$ cat config.mk
export PLATFORM = sky130hd
export DESIGN_NAME = mem_port_arbiter
export DESIGN_NICKNAME = d
export VERILOG_FILES = /design/src/rtl/mem_port_arbiter.sv
export SDC_FILE = /design/constraint.sdc
export NUM_CORES = 1
export LEC_CHECK = 0
export BUFFER_PORTS_ARGS = -buffer_cell sky130_fd_sc_hd__buf_2
export CORE_MARGIN = 1.5
export CORE_UTILIZATION = 42
export DETAILED_ROUTE_END_ITERATION = 10
export PLACE_DENSITY = 0.84
export SYNTH_ARGS = -nofsm -noshare
export SYNTH_HDL_FRONTEND = slang
export SYNTH_SLANG_ARGS = --single-unit
export TNS_END_PERCENT = 100
$ cat constraint.sdc
create_clock -name clk -period 1.5 [get_ports clk]
set_input_delay 0.375 -clock clk [delete_from_list [all_inputs] [get_ports clk]]
set_output_delay 0.375 -clock clk [all_outputs]
set_load 0.01 [all_outputs]
$ cat src/rtl/mem_port_arbiter.sv
// mem_port_arbiter
// Shares one single-port memory between the instruction-fetch path (IF) and
// the load/store path (DM). One transaction at a time runs through the
// IDLE -> ACCESS -> DONE sequence. When both paths request at once, the
// grant alternates between them. A watchdog ends any access whose memory
// ack never arrives and records that in a sticky error flag.
//
// Handshake: a requester holds its req (and its addr/we/wdata) until it sees
// its done pulse. The gnt pulse marks the cycle in which the request was
// accepted. The done pulse marks completion, and rdata is valid with it.
// On the memory side, mem_en stays high for the whole access, with
// mem_addr/mem_we/mem_wdata stable. mem_ack is only looked at while the
// access is in flight; an ack at any other time is ignored.
module mem_port_arbiter #(
  parameter int ADDR_W  = 14,
  parameter int DATA_W  = 19,
  parameter int TIMEOUT = 15
) (
  input  logic              clk,
  input  logic              reset,
  input  logic              if_req,
  input  logic [ADDR_W-1:0] if_addr,
  output logic              if_gnt,
  output logic              if_done,
  input  logic              dm_req,
  input  logic              dm_we,
  input  logic [ADDR_W-1:0] dm_addr,
  input  logic [DATA_W-1:0] dm_wdata,
  output logic              dm_gnt,
  output logic              dm_done,
  output logic [DATA_W-1:0] rdata,
  output logic              mem_en,
  output logic              mem_we,
  output logic [ADDR_W-1:0] mem_addr,
  output logic [DATA_W-1:0] mem_wdata,
  input  logic [DATA_W-1:0] mem_rdata,
  input  logic              mem_ack,
  input  logic              err_clr,
  output logic              busy,
  output logic              timeout_err,
  output logic [1:0]        dbg_state
);

  typedef enum logic [1:0] {
    S_IDLE   = 2'd0,
    S_ACCESS = 2'd1,
    S_DONE   = 2'd2
  } state_t;

  // The watchdog counts the ACCESS edges that have passed without an ack.
  // The access is aborted on the edge that would bring the count to
  // TIMEOUT, so the counter never has to hold TIMEOUT itself.
  localparam int WD_W = (TIMEOUT > 1) ? $clog2(TIMEOUT) : 1;
  localparam logic [WD_W-1:0] WD_LAST = WD_W'(TIMEOUT - 1);

  state_t          state;
  logic [WD_W-1:0] wd_cnt;
  logic            owner_dm;       // owner of the transaction in flight
  logic            last_owner_dm;  // owner of the most recent grant (0 = IF)
  logic            pick_dm;

  assign dbg_state = state;

  // A lone request wins. When both request, the side that was not granted
  // last time wins.
  always_comb begin
    pick_dm = 1'b0;
    if (dm_req && !if_req) begin
      pick_dm = 1'b1;
    end else if (dm_req && if_req) begin
      pick_dm = !last_owner_dm;
    end
  end

  // Transaction sequencer: grant, memory access with watchdog, done pulse.
  always_ff @(posedge clk or negedge reset) begin
    if (!reset) begin
      state         <= S_IDLE;
      wd_cnt        <= '0;
      owner_dm      <= 1'b0;
      last_owner_dm <= 1'b0;
      if_gnt        <= 1'b0;
      if_done       <= 1'b0;
      dm_gnt        <= 1'b0;
      dm_done       <= 1'b0;
      rdata         <= '0;
      mem_en        <= 1'b0;
      mem_we        <= 1'b0;
      mem_addr      <= '0;
      mem_wdata     <= '0;
      busy          <= 1'b0;
      timeout_err   <= 1'b0;
    end else begin
      if_gnt  <= 1'b0;
      dm_gnt  <= 1'b0;
      if_done <= 1'b0;
      dm_done <= 1'b0;
      // A watchdog abort later in this block overrides the clear.
      if (err_clr) begin
        timeout_err <= 1'b0;
      end
      unique case (state)
        S_IDLE: begin
          if (if_req || dm_req) begin
            owner_dm      <= pick_dm;
            last_owner_dm <= pick_dm;
            mem_en        <= 1'b1;
            busy          <= 1'b1;
            wd_cnt        <= '0;
            state         <= S_ACCESS;
            if (pick_dm) begin
              mem_addr  <= dm_addr;
              mem_we    <= dm_we;
              mem_wdata <= dm_wdata;
              dm_gnt    <= 1'b1;
            end else begin
              // Fetches are always reads.
              mem_addr  <= if_addr;
              mem_we    <= 1'b0;
              mem_wdata <= '0;
              if_gnt    <= 1'b1;
            end
          end
        end
        S_ACCESS: begin
          if (mem_ack) begin
            // Stores leave the last read data in place.
            if (!mem_we) begin
              rdata <= mem_rdata;
            end
            mem_en <= 1'b0;
            mem_we <= 1'b0;
            state  <= S_DONE;
            if (owner_dm) dm_done <= 1'b1;
            else          if_done <= 1'b1;
          end else if (wd_cnt == WD_LAST) begin
            mem_en      <= 1'b0;
            mem_we      <= 1'b0;
            rdata       <= '0;
            timeout_err <= 1'b1;
            state       <= S_DONE;
            if (owner_dm) dm_done <= 1'b1;
            else          if_done <= 1'b1;
          end else begin
            wd_cnt <= wd_cnt + 1'b1;
          end
        end
        S_DONE: begin
          busy  <= 1'b0;
          state <= S_IDLE;
        end
        default: begin
          busy   <= 1'b0;
          mem_en <= 1'b0;
          mem_we <= 1'b0;
          state  <= S_IDLE;
        end
      endcase
    end
  end

endmodule
==> flow_summary.toml, run 1 <==
[outcome]
outcome = "finished with violations"
violations = "design-rule violations"

[routing]
drc = 12
drt_iter0_markers = 104
vias = 2481
drtPass1Iterations = 8
viasPerCell = 5.58
wl_per_cell_um = 16.9
antenna_left = 0
drt_wl_total_mm = 7.52

[cells_and_area]
final_common_cell = "buf_2"
layout_common_cells = "135 x buf_2, 65 x dfrtp_1, 57 x a22o_1"
final_core_utilization_pct = 60.9
final_design_area_no_fill_sq_um = 3910
final_cells = 445
num_antenna_cells = 0
area_growth_pct = 38.4
drive_above_1_share_pct = 48.4
nets = 439

[clocking]
cts-hold-fix-buffers = 0
cts_made_buffers = 9
clock_sinks = 67
clk_pin_slew_ns = 0.07
clock_latency_ns = 0.32
cts.path.max_buffers = 2
cts_tree = "built"
htreeDepth = 3
cts-root-buf = "clkbuf_8"

[critical_path]
endpoint_kind = "flip-flop"
critPathBufInv = 2
crit_fanout = 5
max_stage_delay_ns = 0.42
rrSetupSlack_ns = 0.02
required_ns = 1.71
crit_chain = "inv_2, ha_4, and3_4, o21ai_2, buf_2, a22o_1"
cp.arrival_ns = 1.69
critPathLaunchType = "flip-flop"
path_delay_family = "flip-flops"
crit_type = "flip-flop to flip-flop"
crit_slowest_cell = "dfrtp_1"

[power]
switching_share_pct = 35.7
p_leak_nw = 2.05
clkPwrFrac_pct = 18.1
p_per_area_nw_per_um2 = 2080
p_switching_mw = 2.90
intPower_mw = 5.23
p_total_mw = 8.13
p_comb_share_pct = 43.6
p_seq_share_pct = 38.3
vdd.ir_drop.worst_v = 0.000912

[sta]
fin_ws_ns = 0.0179
setup_viol = 0
finalClockSkew_ns = 0.0103
fin_crit_ns = 1.48
tightest_slew_ns = 0.388
slew_violations = 0
max_freq_mhz = 675
relSlewSlack_pct = 74.1
finalHoldViolCount = 0
period_share_pct = 98.8

[logic_synthesis]
yosysSeqAreaShare_pct = 59.3
syn_inst = 218
synth-async-reset-ratio_pct = 100
synth_edf_count = 0
synth_area_per_cell_sq_um = 13.0
synth_warnings = 0
syn_nets = 293
synthFlopType = "dfrtp_1"
synth_seq_cells = 67
synthesis.area_sq_um = 2830
synthDistinctLibCells = 32

[global_route]
grt_max_degree = 68
gr-usage-all-layers_pct = 20.8
grt_pass1_wl_mm = 12.0
grt_overflow_total = 0
grt_antenna_before_repair = 0
grt_pass1_vias = 2501

[floorplanning]
core_sq_um = 6420
num_rows = 29
die_y_um = 85.0
die-area_sq_um = 7230
pin_count = 135
initial_utilization_pct = 44.0
fp.dieW_um = 85.0

[placement]
dpl.hpwl_mm = 5.20
placed_cells = 426
gp_congestion = 0.783
dp_slack_ns = -0.0979
placed_cell_area_sq_um = 3640
portBuffers = 134

[job]
cap_violations = 0

[worst_hold_path]
hold_path_class = "primary input to async pin"
[layer usage]
| layer | global-route usage [%] | vias up | part of all wire, % |
|---|---|---|---|
| met5 | 0 | - | 0 |
| met1 | 27.5 | 1239 | 43 |
| li1 | - | 1140 | - |
| met4 | 7.15 | 0 | 0.78 |
| met3 | 3.89 | 7 | 6.3 |
| met2 | 34.7 | 95 | 50 |
[synth_stat cells (all sizes together) (3+ instances only)]
master	instances	area [sq um]
a22o	57	499
buf	9	60.1
nor2	4	17.5
nand2	3	11.3
dfrtp	67	1680
inv	11	41.3
a21boi	14	105
clkbuf	7	26.3
o21ai	5	25.0
a221o	14	140
nand3	5	25.0
[registers in the layout (all words and copies together) (netlist names), 2 cells and up]
register   cells
rdata         19
dbg_state      2
wd_cnt         4
mem_addr      14
mem_wdata     19
[path summary, 6_finish.rpt]
path | startpoint | endpoint | cells past startpoint
worst max-delay path | wd_cnt[0] | rdata[14] | 6
worst min-delay path | reset | mem_addr[12] | 2
worst max register to register | wd_cnt[0] | rdata[14] | 6
worst min register to register | last_owner_dm | if_done | 1
max in group asynchronous | reset | dbg_state[0] | 2
min in group clk | err_clr | timeout_err | 2
[final cells by class]
type	count	area, sq um
clock buffers	13	159
fillers	550	2510
flip-flops and latches	67	1680
repair buffers	151	850
clock inverters	2	35.0
multi-input cells	124	1050
inverters	11	41.3
well taps	77	96.3
[cell families (layout without fill, tap and decap cells)]
| logic type | after synthesis | after routing | share of synthesized area (%) |
|---|---|---|---|
| AOI/OAI and AO/OA | 100 | 100 | 30.4 |
| DFF | 67 | 67 | 59.3 |
| buffers and inverters | 27 | 177 | 4.52 |
| adders and majority gates | 2 | 2 | 0.885 |
| and+or+nand+nor | 22 | 22 | 4.91 |
[through the flow]
stage	hold WS (ns)	setup TNS (ns)
after detailed placement	0.423	-1.24
after global placement	0.412	-0.108
after global routing	0.0797	-0.0577
after CTS	0.0650	0
after floorplan	0.0794	0
final	0.0603	0
[power by group through the flow]
stage,sequential [mW],combinational (mW),clock (mW)
floorplan,3.39,1.71,0
global placement,3.06,3.29,0
detailed placement,3.10,3.39,0
CTS,3.09,3.49,1.51
global route,3.22,3.86,1.59
finish,3.12,3.54,1.47
[timing repair]
| item | 4_1_cts | 5_1_grt |
|---|---|---|
| cloned | 0 | 1 |
| pin swaps | 1 | 0 |
| gates resized for setup | 6 | 8 |
| setup endpoints to repair | 23 | 25 |
| buffers inserted | 2 | 1 |
(Power assumes the default switching activity.)
==> run 2: changes to the inputs <==
==> config.mk (replaced) <==
export PLATFORM = sky130hd
export DESIGN_NAME = mem_port_arbiter
export DESIGN_NICKNAME = d
export VERILOG_FILES = /design/src/rtl/mem_port_arbiter.sv
export SDC_FILE = /design/constraint.sdc
export NUM_CORES = 1
export LEC_CHECK = 0
export CORE_MARGIN = 1.5
export CORE_UTILIZATION = 50
export DETAILED_ROUTE_END_ITERATION = 10
export DONT_BUFFER_PORTS = 1
export PLACE_DENSITY = 0.75
export SYNTH_ARGS = -nofsm -noshare
export SYNTH_HDL_FRONTEND = slang
export SYNTH_SLANG_ARGS = --single-unit
export TNS_END_PERCENT = 100
==> flow_summary.toml, run 2 (synthesized netlist as in run 1, its figures left out) <==
[critical_path]
crit_type = "flip-flop to flip-flop"
critPathBufInv = 2
endpoint_kind = "flip-flop"
required_ns = 1.73
cp.arrival_ns = 1.69
max_stage_delay_ns = 0.43
critPathLaunchType = "flip-flop"
path_delay_family = "flip-flops"
crit_fanout = 11
crit_slowest_cell = "dfrtp_1"
crit_chain = "buf_4, and2b_2, o21ai_4, clkbuf_16, a22o_1"

[clocking]
clock_sinks = 67
htreeDepth = 3
clock_latency_ns = 0.34
cts-root-buf = "clkbuf_8"
cts.path.max_buffers = 2
cts_tree = "built"
clk_pin_slew_ns = 0.07
cts_made_buffers = 9

[routing]
viasPerCell = 6.38
drt_iter0_markers = 74
drt_wl_total_mm = 6.41
drc = 0
vias = 1960
antenna_left = 0
wl_per_cell_um = 20.9
drtPass1Iterations = 4

[sta]
setup_viol = 0
tightest_slew_ns = 0.334
rsz0062_at_grt = "no"
max_freq_mhz = 682
finalHoldViolCount = 67
finalSetupTns_ns = 0
relSlewSlack_pct = 77.7
fin_hold_ws_ns = -0.272
slew_violations = 0
period_share_pct = 97.7
finalClockSkew_ns = 0.00709
fin_crit_ns = 1.47

[power]
intPower_mw = 5.04
p_leak_nw = 1.52
p_seq_share_pct = 45.6
switching_share_pct = 34.7
clkPwrFrac_pct = 23.1
p_per_area_nw_per_um2 = 2340
p_total_mw = 7.72
p_switching_mw = 2.68
p_comb_share_pct = 31.3
vdd.ir_drop.worst_v = 0.00105

[worst_hold_path]
hold_path_class = "primary input to async pin"

[floorplanning]
initial_utilization_pct = 51.6
die-area_sq_um = 6110
fp.dieW_um = 78.2
die_y_um = 78.2
core_sq_um = 5470
pin_count = 135
num_rows = 27

[cells_and_area]
regArea_sq_um = 1680
final_cells = 307
final_design_area_no_fill_sq_um = 3300
multi_input_area_sq_um = 1070
fillCellCount = 439
final_common_cell = "dfrtp_1"
num_antenna_cells = 0
nets = 305
layout_common_cells = "67 x dfrtp_1, 57 x a22o_1, 14 x a21boi_0, 14 x a221o_1, 13 x buf_4"
area_growth_pct = 16.7
drive_above_1_share_pct = 19.6
top_regs = "mem_wdata: 19 flops, rdata: 19 flops, mem_addr: 14 flops"

[global_route]
gr-usage-all-layers_pct = 21.4
grt_max_degree = 68
grt_pass1_wl_mm = 9.87
grt_pass1_vias = 1969
grt_antenna_before_repair = 0
grt_overflow_total = 0

[placement]
dpl.hpwl_mm = 4.18
placed_cells = 287
placed_cell_area_sq_um = 2970
portBuffers = 0
gp_congestion = 0.940

[job]
cap_violations = 0

[outcome]
outcome = "finished with violations"
violations = "negative hold slack"
-- run 2: repair_timing --
action,4_1_cts,5_1_grt
gates cloned,0,1
setup buffers,0,3
gates resized for setup,2,9
pin swaps,0,1
endpoints found under the hold margin,67,67
endpoints found under the setup margin,2,24
-- run 2: worst register-to-register path, cell delays in order, from the launching register on --
cell and delay (ns):
dfrtp_1 0.43, buf_4 0.19, and2b_2 0.25, o21ai_4 0.09
clkbuf_16 0.17, a22o_1 0.23
-- run 2: path summary, 6_finish.rpt --
| kind | start | endpoint | slack (ns) | cells after the start |
|---|---|---|---|---|
| setup / recovery | dbg_state[1] | rdata[10] | 0.03 | 5 |
| hold / removal | reset | last_owner_dm | -0.27 | 0 |
| setup reg to reg | dbg_state[1] | rdata[10] | 0.03 | 5 |
| hold reg to reg | last_owner_dm | if_done | 0.52 | 1 |
| max in group asynchronous | reset | rdata[8] | 1.66 | 0 |
| min in group clk | err_clr | timeout_err | 0.13 | 1 |
-- run 2: area by class of cell --
class	count	area share, %
Timing Repair Buffer	17	5.54
Multi-Input combinational cell	124	32.3
Tap cell	72	2.73
Clock inverter	5	3.03
Clock buffer	11	4.29
Inverter	11	1.25
Sequential cell	67	50.8
-- run 2: layer usage --
metal	part of all wire, %	wire (um)	GRT usage, %
met5	0	0	0
met4	0.94	60	7.68
met3	9.1	584	10.2
met2	48	3090	33.4
met1	42	2680	26.0
-- run 2: through the flow --
stage          worst slack, ns  util [%]
6_report                0.0342      60.3
5_1_grt                0.00474      60.3
4_1_cts                 0.0142      58.8
3_5_place_dp            0.0118      54.2
3_3_place_gp            0.0242      54.2
2_1_floorplan           0.0147         -
-- run 2: power by group through the flow --
stage               logic (mW)  registers (mW)  clock network [mW]
floorplan                 1.71            3.39                   0
global placement          2.21            3.52                   0
detailed placement        2.29            3.53                   0
CTS                       2.32            3.51                1.84
global route              2.66            3.61                1.92
finish                    2.42            3.52                1.78
==> run 3: changes to the inputs <==
--- a/config.mk
+++ b/config.mk
@@ -6,10 +6,10 @@
 export NUM_CORES = 1
 export LEC_CHECK = 0
 export CORE_MARGIN = 1.5
-export CORE_UTILIZATION = 50
+export CORE_UTILIZATION = 54
 export DETAILED_ROUTE_END_ITERATION = 10
 export DONT_BUFFER_PORTS = 1
-export PLACE_DENSITY = 0.75
+export PLACE_DENSITY = 0.79
 export SYNTH_ARGS = -nofsm -noshare
 export SYNTH_HDL_FRONTEND = slang
 export SYNTH_SLANG_ARGS = --single-unit
==> flow_summary.toml, run 3 (synthesized netlist as in run 1, its figures left out) <==
[sta]
setup_viol = 0
finalClockSkew_ns = 0.00869
fin_hold_ws_ns = -0.269
period_share_pct = 96.0
slew_violations = 0
rsz0062_at_grt = "yes"
finalHoldViolCount = 67
tightest_slew_ns = 0.273
fin_crit_ns = 1.44
relSlewSlack_pct = 81.8
max_freq_mhz = 694

[placement]
placed_cells = 285
gp_congestion = 0.773
placed_cell_area_sq_um = 2950
dpl.hpwl_mm = 4.34
portBuffers = 0

[critical_path]
timing.rr.start = "dbg_state[0]"
reg2regPathDepth = 3
max_stage_delay_ns = 0.46
path_delay_family = "simple AND/OR/NAND/NOR gates"
crit_fanout = 8
critPathBufInv = 0
crit_slowest_cell = "dfrtp_2"
endpoint_kind = "flip-flop"
required_ns = 1.74
critPathLaunchType = "flip-flop"
r2r-end = "wd_cnt[3]"
crit_chain = "or3b_4, or3_1, o211ai_1"
rrSetupSlack_ns = 0.06
cp.arrival_ns = 1.68
crit_type = "flip-flop to flip-flop"

[cells_and_area]
area_growth_pct = 17.4
top_regs = "mem_wdata: 19 flops, rdata: 19 flops, mem_addr: 14 flops"
layout_common_cells = "66 x dfrtp_1, 57 x a22o_1, 14 x a21boi_0, 14 x a221o_1"
nets = 307
drive_above_1_share_pct = 20.3
final_common_cell = "dfrtp_1"
num_antenna_cells = 0
final_cells = 307
final_design_area_no_fill_sq_um = 3320

[power]
p_leak_nw = 1.52
p_per_area_nw_per_um2 = 2380
vdd.ir_drop.worst_v = 0.00112

[routing]
vias = 2015
viasPerCell = 6.56
drt_wl_total_mm = 6.80
drc = 0
drt_iter0_markers = 135
wl_per_cell_um = 22.1
antenna_left = 0
drtPass1Iterations = 4

[clocking]
clock_sinks = 67
cts-root-buf = "clkbuf_8"
clock_latency_ns = 0.33
cts_tree = "built"
htreeDepth = 3
cts.path.max_buffers = 2
clk_pin_slew_ns = 0.07
cts_made_buffers = 9

[floorplanning]
core_sq_um = 5070
initial_utilization_pct = 55.7
die-area_sq_um = 5680
num_rows = 26
pin_count = 135
fp.dieW_um = 75.3
die_y_um = 75.3

[global_route]
grt_pass1_wl_mm = 9.19
grt_antenna_before_repair = 0
grt_pass1_vias = 1824
grt_max_degree = 68
gr-usage-all-layers_pct = 22.1
grt_overflow_total = 0

[worst_hold_path]
hold_path_class = "primary input to async pin"

[outcome]
violations = "negative hold slack"
outcome = "finished with violations"

[job]
cap_violations = 0
## run 3: changes by cell type in the layout (fill, tap and decap cells not counted), sizes merged
cell	previous run	this run
clkbuf	12	10
and3	2	3
buf	16	17
clkinv	2	3
clkinvlp	0	1
## run 3: cell type report
class | count | area [sq um]
fillers | 396 | 1760
flip-flops and latches | 67 | 1680
multi-input cells | 125 | 1060
repair buffers | 18 | 209
clock buffers | 9 | 124
clock inverters | 7 | 116
well taps | 70 | 87.6
inverters | 11 | 41.3
## run 3: per-stage QoR
stage / setup TNS, ns / worst slack [ns] / util, % / power (mW)
2_1_floorplan: 0 / 0.0147 / - / 5.10
3_3_place_gp: -1.52 / -0.0806 / 58.1 / 5.64
3_5_place_dp: -2.19 / -0.128 / 58.1 / 5.74
4_1_cts: 0 / 0.0107 / 63.7 / 7.66
5_1_grt: -0.133 / -0.0215 / 65.4 / 8.37
6_report: 0 / 0.0595 / 65.4 / 7.89
## run 3: how the worst max path moves through the flow
stage | startpoint | endpoint | slack, ns | cells after the start
finish | dbg_state[0] | wd_cnt[3] | 0.06 | 3
global route | wd_cnt[0] | rdata[9] | -0.02 | 6
CTS | dbg_state[1] | mem_we | 0.01 | 5
detailed placement | dbg_state[1] | rdata[5] | -0.13 | 4
global placement | dbg_state[1] | rdata[11] | -0.08 | 4
floorplan | wd_cnt[0] | rdata[10] | 0.01 | 6
## run 3: routing by layer
metal / up-vias / track usage (%) / part of all wire [%] / wire length (um)
met3: 11 / 6.88 / 8.3 / 567
li1: 874 / - / - / -
met5: - / 0 / 0 / 0
met4: 0 / 9.33 / 1.5 / 99
met2: 107 / 34.4 / 49 / 3300
met1: 1023 / 28.7 / 42 / 2830
## run 3: repair_timing
action | CTS | global route
setup buffers | 2 | 1
setup endpoints to repair | 25 | 57
gates resized for setup | 3 | 13
pin swaps | 1 | 1
hold endpoints to repair | 67 | 67
gates cloned | 0 | 3
## run 3: report_power, final
part	switching (mW)	total [mW]	leakage, nW	internal, mW
logic	1.13	2.56	0.556	1.44
clock network	0.670	1.77	0.119	1.10
registers	0.986	3.56	0.848	2.57
